===== config.mk =====
export PLATFORM = sky130hd
export DESIGN_NAME = sigma_gpio_flat
export DESIGN_NICKNAME = d
export VERILOG_FILES = /design/src/rtl/sigma_gpio_pkg.sv /design/src/rtl/sigma_gpio_if.sv /design/src/rtl/gpio_sync_edge.sv /design/src/rtl/sigma_gpio.sv /design/src/flat_wrapper.sv
export SDC_FILE = /design/constraint.sdc
export NUM_CORES = 1
export LEC_CHECK = 0
export CAP_MARGIN = 25
export CORE_ASPECT_RATIO = 0.8
export CORE_MARGIN = 4
export CORE_UTILIZATION = 40
export DETAILED_ROUTE_END_ITERATION = 10
export MAX_ROUTING_LAYER = met4
export SYNTH_ARGS = -nofsm -noshare
export SYNTH_HDL_FRONTEND = slang
export SYNTH_SLANG_ARGS = --single-unit

===== constraint.sdc =====
create_clock -name clk_i -period 4 [get_ports clk_i]
set_input_delay 0.4 -clock clk_i [delete_from_list [all_inputs] [get_ports clk_i]]
set_output_delay 0.4 -clock clk_i [all_outputs]
set_load 0.005 [all_outputs]

===== src/rtl/sigma_gpio_pkg.sv =====
// Shared constants, decoded-request struct and byte-enable helpers for the
// sigma_gpio peripheral.
package sigma_gpio_pkg;

  localparam logic [31:0] GPIO_OUT       = 32'h0;
  localparam logic [31:0] GPIO_IN        = 32'h4;
  localparam logic [31:0] GPIO_IRQEN     = 32'h8;
  localparam logic [31:0] GPIO_STATUS    = 32'hC;
  localparam int unsigned GPIO_CH_STRIDE = 16;

  typedef struct packed {
    logic       hit;
    logic [2:0] ch;
    logic [3:0] reg_off;
  } gpio_dec_t;

  function automatic logic [31:0] be_mask(input logic [3:0] be);
    logic [31:0] m;
    m = '0;
    for (int i = 0; i < 4; i++) m[8*i +: 8] = {8{be[i]}};
    return m;
  endfunction

  function automatic logic [31:0] be_merge(input logic [31:0] old,
                                           input logic [31:0] wdata,
                                           input logic [3:0]  be);
    return (old & ~be_mask(be)) | (wdata & be_mask(be));
  endfunction

endpackage


===== src/rtl/sigma_gpio_if.sv =====
// Split-transaction tile bus as seen by a peripheral.
interface sigma_gpio_if;
  logic        bus_req_i;
  logic        bus_we_i;
  logic [31:0] bus_addr_bi;
  logic [3:0]  bus_be_bi;
  logic [31:0] bus_wdata_bi;
  logic        bus_ack_o;
  logic        bus_resp_o;
  logic [31:0] bus_rdata_bo;

  modport master (
    output bus_req_i, bus_we_i, bus_addr_bi, bus_be_bi, bus_wdata_bi,
    input  bus_ack_o, bus_resp_o, bus_rdata_bo
  );

  modport slave (
    input  bus_req_i, bus_we_i, bus_addr_bi, bus_be_bi, bus_wdata_bi,
    output bus_ack_o, bus_resp_o, bus_rdata_bo
  );
endinterface


===== src/rtl/gpio_sync_edge.sv =====
// Input synchroniser chain followed by a history flop for rising-edge pulses.
module gpio_sync_edge #(
  parameter int WIDTH       = 32,
  parameter int SYNC_STAGES = 2
) (
  input  logic             clk_i,
  input  logic             arst_n_i,
  input  logic [WIDTH-1:0] d_i,
  output logic [WIDTH-1:0] q_o,
  output logic [WIDTH-1:0] rise_o
);

  // Stage 0 samples the raw pin; stage SYNC_STAGES-1 is the usable value.
  logic [SYNC_STAGES-1:0][WIDTH-1:0] sync_q;
  logic [WIDTH-1:0]                  prev_q;

  always_ff @(posedge clk_i or negedge arst_n_i) begin
    if (!arst_n_i) begin
      sync_q <= '0;
      prev_q <= '0;
    end else begin
      sync_q <= {sync_q[SYNC_STAGES-2:0], d_i};
      prev_q <= sync_q[SYNC_STAGES-1];
    end
  end

  assign q_o    = sync_q[SYNC_STAGES-1];
  assign rise_o = sync_q[SYNC_STAGES-1] & ~prev_q;

endmodule


===== src/rtl/sigma_gpio.sv =====
// Memory-mapped GPIO: NCH channels of OUT / IN / IRQ_EN / STATUS registers
// with rising-edge capture and a registered combined interrupt.
module sigma_gpio
  import sigma_gpio_pkg::*;
#(
  parameter logic [31:0] BASE_ADDR   = 32'h8000_0000,
  parameter int          NCH         = 2,
  parameter int          SYNC_STAGES = 2
) (
  input  logic              clk_i,
  input  logic              arst_n_i,
  sigma_gpio_if.slave       bus,
  input  logic [NCH*32-1:0] gpio_bi,
  output logic [NCH*32-1:0] gpio_bo,
  output logic              irq_o
);

  localparam logic [31:0] SPAN = 32'(NCH * GPIO_CH_STRIDE);

  logic [31:0] off;
  gpio_dec_t   dec;
  logic        wr, rd;

  // Unsigned 32-bit subtraction: addresses below BASE_ADDR wrap high and miss.
  assign off         = bus.bus_addr_bi - BASE_ADDR;
  assign dec.hit     = off < SPAN;
  assign dec.ch      = off[6:4];
  assign dec.reg_off = {off[3:2], 2'b00};

  assign bus.bus_ack_o = bus.bus_req_i;
  assign wr = bus.bus_req_i &  bus.bus_we_i & dec.hit;
  assign rd = bus.bus_req_i & ~bus.bus_we_i;

  logic [NCH-1:0][31:0] out_q, irqen_q, status_q, in_w, rise_w, rd_ch;

  for (genvar k = 0; k < NCH; k++) begin : g_ch
    logic        ch_sel, ch_wr;
    logic [31:0] clr;

    gpio_sync_edge #(.WIDTH(32), .SYNC_STAGES(SYNC_STAGES)) u_sync (
      .clk_i    (clk_i),
      .arst_n_i (arst_n_i),
      .d_i      (gpio_bi[32*k +: 32]),
      .q_o      (in_w[k]),
      .rise_o   (rise_w[k])
    );

    assign ch_sel = dec.hit && (dec.ch == 3'(k));
    assign ch_wr  = wr && (dec.ch == 3'(k));
    assign clr    = (ch_wr && dec.reg_off == GPIO_STATUS[3:0])
                    ? (bus.bus_wdata_bi & be_mask(bus.bus_be_bi)) : '0;

    always_ff @(posedge clk_i or negedge arst_n_i) begin
      if (!arst_n_i) begin
        out_q[k]    <= '0;
        irqen_q[k]  <= '0;
        status_q[k] <= '0;
      end else begin
        if (ch_wr && dec.reg_off == GPIO_OUT[3:0])
          out_q[k] <= be_merge(out_q[k], bus.bus_wdata_bi, bus.bus_be_bi);
        if (ch_wr && dec.reg_off == GPIO_IRQEN[3:0])
          irqen_q[k] <= be_merge(irqen_q[k], bus.bus_wdata_bi, bus.bus_be_bi);
        // A fresh edge beats a simultaneous write-1-to-clear.
        status_q[k] <= (status_q[k] & ~clr) | rise_w[k];
      end
    end

    always_comb begin
      rd_ch[k] = '0;
      if (ch_sel) begin
        case (dec.reg_off)
          GPIO_OUT[3:0]:    rd_ch[k] = out_q[k];
          GPIO_IN[3:0]:     rd_ch[k] = in_w[k];
          GPIO_IRQEN[3:0]:  rd_ch[k] = irqen_q[k];
          GPIO_STATUS[3:0]: rd_ch[k] = status_q[k];
          default:          rd_ch[k] = '0;
        endcase
      end
    end
  end

  logic [31:0] rdata_d;
  always_comb begin
    rdata_d = '0;
    for (int k = 0; k < NCH; k++) rdata_d |= rd_ch[k];
  end

  logic        resp_q, irq_q;
  logic [31:0] rdata_q;

  always_ff @(posedge clk_i or negedge arst_n_i) begin
    if (!arst_n_i) begin
      resp_q  <= 1'b0;
      rdata_q <= '0;
      irq_q   <= 1'b0;
    end else begin
      resp_q  <= rd;
      rdata_q <= rd ? rdata_d : '0;
      irq_q   <= |(status_q & irqen_q);
    end
  end

  assign bus.bus_resp_o   = resp_q;
  assign bus.bus_rdata_bo = rdata_q;
  assign gpio_bo          = out_q;
  assign irq_o            = irq_q;

endmodule


===== src/flat_wrapper.sv =====
// flat-port wrapper written by rule: the top's interface ports become plain ports
module sigma_gpio_flat import sigma_gpio_pkg::*;
#(
  parameter logic [31:0] BASE_ADDR   = 32'h8000_0000,
  parameter int          NCH         = 2,
  parameter int          SYNC_STAGES = 2
)
  (clk_i, arst_n_i, gpio_bi, gpio_bo, irq_o, bus_bus_req_i, bus_bus_we_i, bus_bus_addr_bi, bus_bus_be_bi, bus_bus_wdata_bi, bus_bus_ack_o, bus_bus_resp_o, bus_bus_rdata_bo);
  sigma_gpio_if bus_i ();
  input  logic clk_i;
  input  logic arst_n_i;
  input  logic [NCH*32-1:0] gpio_bi;
  output logic [NCH*32-1:0] gpio_bo;
  output logic irq_o;
  input wire logic [$bits(bus_i.bus_req_i)-1:0] bus_bus_req_i;
  input wire logic [$bits(bus_i.bus_we_i)-1:0] bus_bus_we_i;
  input wire logic [$bits(bus_i.bus_addr_bi)-1:0] bus_bus_addr_bi;
  input wire logic [$bits(bus_i.bus_be_bi)-1:0] bus_bus_be_bi;
  input wire logic [$bits(bus_i.bus_wdata_bi)-1:0] bus_bus_wdata_bi;
  output wire logic [$bits(bus_i.bus_ack_o)-1:0] bus_bus_ack_o;
  output wire logic [$bits(bus_i.bus_resp_o)-1:0] bus_bus_resp_o;
  output wire logic [$bits(bus_i.bus_rdata_bo)-1:0] bus_bus_rdata_bo;
  assign bus_i.bus_req_i = bus_bus_req_i;
  assign bus_i.bus_we_i = bus_bus_we_i;
  assign bus_i.bus_addr_bi = bus_bus_addr_bi;
  assign bus_i.bus_be_bi = bus_bus_be_bi;
  assign bus_i.bus_wdata_bi = bus_bus_wdata_bi;
  assign bus_bus_ack_o = bus_i.bus_ack_o;
  assign bus_bus_resp_o = bus_i.bus_resp_o;
  assign bus_bus_rdata_bo = bus_i.bus_rdata_bo;
  sigma_gpio #(.BASE_ADDR(BASE_ADDR), .NCH(NCH), .SYNC_STAGES(SYNC_STAGES)) u_core (.clk_i(clk_i), .arst_n_i(arst_n_i), .bus(bus_i), .gpio_bi(gpio_bi), .gpio_bo(gpio_bo), .irq_o(irq_o));
endmodule

# Word-level counts from Yosys, hierarchy flattened
# Index checks and enable logic that the tools add are counted.
# word_totals
reg_bits,418
input_bits,136
out_inout_bits,99
elab_cells,67
# op_classes
addsub,1
order_cmp,1
eq_ne,4
n_mux,7
bitwise_logic,26
n_reduce_logical,13
# ops
cell,n
32-bit AND,9
32-bit case mux with 4 select lines,2
32-bit bitwise OR,7
32-bit two-way mux,5
32-bit NOT,5
64-bit AND,1
64-bit OR reduction,1
32-bit by 6-bit less-than comparator with 1-bit output (second input constant),1
32-bit subtractor (second input constant),1
1-bit logical AND,10
2-bit == test (second input constant),2
4-bit logical NOT,1
1-bit AND,3
3-bit by 1-bit == test with 1-bit output (second input constant),1
3-bit logical NOT,1
2-bit by 1-bit == test with 1-bit output (second input constant),1
1-bit NOT,1

# Logic depth before layout (Yosys ltp)
# depth
ltp_word,9
mapped_depth,7
mapped_depth_nobuf,5

# Cells and area by module
# From an unflattened synthesis, not the netlist that was laid out.
# hier_totals
hier_cells,1134
hier_area_um2,17319.1
# modules_own_cells
module,instances,cells_each,area_each_um2,seq_area_each_um2
sigma_gpio,1,814,11153.2,5655.4
gpio_sync_edge,2,160,3083.0,2402.3

# Worst setup path before layout
# OpenSTA, ideal clock, no wires.
# synth_timing
path_type,input -> register
startpoint,input bus_bus_addr_bi[3]
endpoint,"register u_core.rdata_q[2], in the netlist u_core.bus.bus_rdata_bo[2]"
setup_ps,132
t_arrival_ps,2053
t_required_ps,3868
slack_ps,1815
stages,6
n_path_buf,3
path_cell_list,clkbuf_1 > buf_2 > buf_1 > mux4_2 > a22oi_1 > nor2_1
# synth_via
elab_chain_cells,6
word_cells_on_any_way,16
classes_between,1 x add/sub; 1 x order compare; 4 x eq/ne; 5 x mux; 1 x bitwise; 4 x reduce/logical
# synth_rtl
element,line,rtl
from (decl),flat_wrapper.sv:17,input wire logic [$bits(bus_i.bus_addr_bi)-1:0] bus_bus_addr_bi;
32-bit subtractor (*),sigma_gpio.sv:25,assign off = bus.bus_addr_bi - BASE_ADDR;
32-bit by 6-bit less-than comparator with 1-bit output (tied with other cells),sigma_gpio.sv:26,assign dec.hit = off < SPAN;
1-bit logical AND or 32-bit case mux with 4 select lines (tied branches),"sigma_gpio.sv:48, sigma_gpio.sv:71",
32-bit two-way mux,sigma_gpio.sv:70,if (ch_sel) begin
32-bit bitwise OR (*),sigma_gpio.sv:85,for (int k = 0; k < NCH; k++) rdata_d |= rd_ch[k];
32-bit two-way mux (*),sigma_gpio.sv:98,rdata_q <= rd ? rdata_d : '0;
to (signal assigned),sigma_gpio.sv:98,
to (decl),sigma_gpio.sv:89,logic [31:0] rdata_q;
# Every way passes the cells marked *; elsewhere a longest branch is shown, timed or not.
# A chain may end at the register's enable or synchronous reset.

==> flow_metrics.env <==
export IMPL_status="finished with violations"
export IMPL_violations="negative hold slack"
export IMPL_post_dp_hpwl_um=32300
export IMPL_finalHoldViolCount=22
export IMPL_worst_pin_slew_ps=1050
export IMPL_holdCritPathClass="in2async"
export IMPL_yosys_warnings=0
export IMPL_clkSinkCount=418
export IMPL_synth_seq_cells=418
export IMPL_overflow=0
export IMPL_clk_pin_slew_worst_paths_ps=60
export IMPL_via_per_inst=5.49
export IMPL_total_power_mw=8.88
export IMPL_cts_resized=0
export IMPL_grt_max_degree=125
export IMPL_wl_um=46300
export IMPL_dr_pass1_iters=7
export IMPL_die_w_um=230
export IMPL_cts_buffer_depth=3
export IMPL_drc_errors=0
export IMPL_critPathKind="in2reg"
export IMPL_cts_buffers=42
export IMPL_grt_pass1_vias=10600
export IMPL_power_leakage_nw=9.10
export IMPL_post_cts_buffers=0
export IMPL_antenna_found_initial=3
export IMPL_die_area_mm2=0.0426
export IMPL_fillerInstances=3243
export IMPL_grtUsageTotal_pct=22.3
export IMPL_syn_area_mm2=0.0158
export IMPL_maxCapViolCount=0
export IMPL_slew_viol_final=0
export IMPL_slew_limit_headroom_pct=29.6
export IMPL_cts_tree="built"
export IMPL_ys_types=26
export IMPL_num_rows=64
export IMPL_synth_top_area_cell="dfrtp_1"
export IMPL_period_minus_slack_ps=2380
export IMPL_required_ps=4430
export IMPL_initial_core_util_pct=40.8
export IMPL_crit_path_max_incr_delay_ps=860
export IMPL_drt_iter0_drc=800
export IMPL_finalCritPeriodShare_pct=59.5
export IMPL_syn_area_per_cell_um2=15.9
export IMPL_drive_above_1_share_pct=25.4
export IMPL_ys_seq_area_share_pct=66.4
export IMPL_pre_cts_slack_ps=1100
export IMPL_ir_drop_mv=0.294
export IMPL_timing_setup_tns_ps=0
export IMPL_vias=10100
export IMPL_syn_num_nets=1129
export IMPL_crit_slowest_cell="nor3b_1"
export IMPL_synth_area_leaders="dfrtp_1, mux2_2, mux4_2, a22o_1, nand4_1"
export IMPL_cp_end_kind="register"
export IMPL_synth_edf_count=0
export IMPL_syn_to_final_growth_pct=30.2
export IMPL_cts_root_buffer="clkbuf_16"
export IMPL_cp_start_kind="input pin"
export IMPL_fin_util_pct=53.1
export IMPL_routedWlPerCell_um=25.2
export IMPL_critPathLaunch="bus_bus_req_i"
export IMPL_route_met2_wl_um=21600
export IMPL_hold_ws_ps=-41.5
export IMPL_detail_route_antenna_nets=0
export IMPL_r2r_slack_ps=1630
export IMPL_synth_ff_type="dfrtp_1"
export IMPL_clock_fmax_mhz=420
export IMPL_synth_common_cells="dfrtp_1, mux2_2, a22o_1"
export IMPL_clock_skew_ps=25.7
export IMPL_gp_congestion=0.817
export IMPL_fin_cells=1835
export IMPL_arrival_ps=2810
export IMPL_core_area_mm2=0.0386
export IMPL_dieHeight_um=185
export IMPL_final_nets=1408
export IMPL_wl_met3_um=3580
export IMPL_ctsHoldBuffers=0
export IMPL_port_buffers=232
export IMPL_syn_inst=993
export IMPL_pwr_density_cell_mw_per_mm2=433
export IMPL_finalSetupViolCount=0
export IMPL_dp_cells=1756
export IMPL_htreeDepth=2
export IMPL_crit_chain="clkdlybuf4s50_1, nand2_1, nor3b_1, buf_4, nand3_2, buf_4, mux2_2"
export IMPL_yosysTopAreaCellShare_pct=66.4
export IMPL_path_common_cell="buf_4"
export IMPL_crit_fanout=8
export IMPL_yosysMostFrequentCell="dfrtp_1"
export IMPL_worstSkewPairLatency_ps=550
export IMPL_drt_met1_wl_um=20000
export IMPL_top_layer="met4"
export IMPL_io_pins=235
export IMPL_async_flop_share_pct=100
export IMPL_setup_slack_ps=1620
export IMPL_rsz0062_at_grt="no"
export IMPL_grt_pass1_wl_um=69100
## cells by family (layout without fill, tap and decap cells)
family	count (synthesis)	count (layout)	synth area share, %
multiplexers	192	192	18.3
other	0	3	0
buffers and inverters	112	423	2.75
AND/OR/NAND/NOR	143	143	5.69
AO/OA/AOI/OAI	128	128	6.86
flip-flops	418	418	66.4
## through the flow
step	hold slack [ps]	area [µm²]
2_1_floorplan	104	15800
3_3_place_gp	333	19100
3_5_place_dp	335	19100
4_1_cts	7.11	20500
5_1_grt	29.6	20500
6_report	-41.5	20500
## worst max-delay path, delay by kind of cell
kind                   cells  cell delay (ps)
multiplexers               1              280
AND/OR/NAND/NOR            3             1070
buffers and inverters      3             1050
## power by group
group          internal, mW  switching, mW  total (mW)
Clock                  2.44           1.62        4.06
Sequential             4.33         0.0511        4.38
Combinational         0.211          0.231       0.441
Total                  6.98           1.90        8.88
## path summary, 6_finish.rpt
check	endpoint	cells past startpoint
max	register	7
min	u_core.bus.bus_rdata_bo[26]	1
max reg2reg	u_core.irq_o	4
min reg2reg	u_core.g_ch[0].u_sync.q_o[24]	0
max in group asynchronous	u_core.g_ch[1].u_sync.prev_q[10]	2
min in group clk_i	u_core.g_ch[1].u_sync.sync_q[5]	1
## cell usage in the layout, fill, tap and decap left out
cell type / Yosys / layout
a221oi_1: 16 / 16
clkdlybuf4s50_1: 0 / 229
nand3_1: 1 / 1
diode_2: 0 / 3
nor2_1: 36 / 33
clkbuf_8: 0 / 7
nor4_4: 0 / 2
nor3_2: 1 / 1
mux4_2: 64 / 64
clkbuf_1: 32 / 14
nand2_1: 3 / 3
nand3_2: 16 / 16
clkinv_2: 0 / 3
or4_1: 1 / 1
mux2_2: 128 / 128
nor3_4: 2 / 2
clkinv_4: 0 / 1
a22o_1: 80 / 80
nand4_1: 70 / 70
nor3b_1: 1 / 1
nor2_4: 0 / 1
buf_12: 0 / 10
nor3_1: 1 / 1
a22oi_1: 32 / 32
buf_8: 0 / 1
or3_1: 2 / 2
nor4_1: 5 / 5
buf_2: 7 / 1
nor2_2: 0 / 2
bufinv_16: 0 / 5
nand2b_1: 1 / 1
clkinvlp_4: 0 / 2
inv_1: 65 / 65
buf_4: 1 / 41
inv_6: 0 / 1
dfrtp_1: 418 / 418
clkbuf_16: 0 / 43
nor4b_1: 1 / 1
## per-layer routing
| metal | vias to the layer above | GRT usage [%] |
|---|---|---|
| li1 | 4312 | - |
| met1 | 5326 | 30.7 |
| met2 | 370 | 33.6 |
| met3 | 74 | 5.43 |
| met4 | 0 | 6.38 |
| met5 | - | - |
## cell type report
class	count	area, µm²	share of cell area (%)
inverters	65	244	1.19
flip-flops and latches	418	10500	51.0
clock inverters	12	198	0.964
diodes	3	7.51	0.0366
repair buffers	282	2820	13.8
well taps	528	661	3.22
clock buffers	64	1220	5.97
multi-input cells	463	4890	23.8
Note: power is estimated with default switching activity, not from simulation.
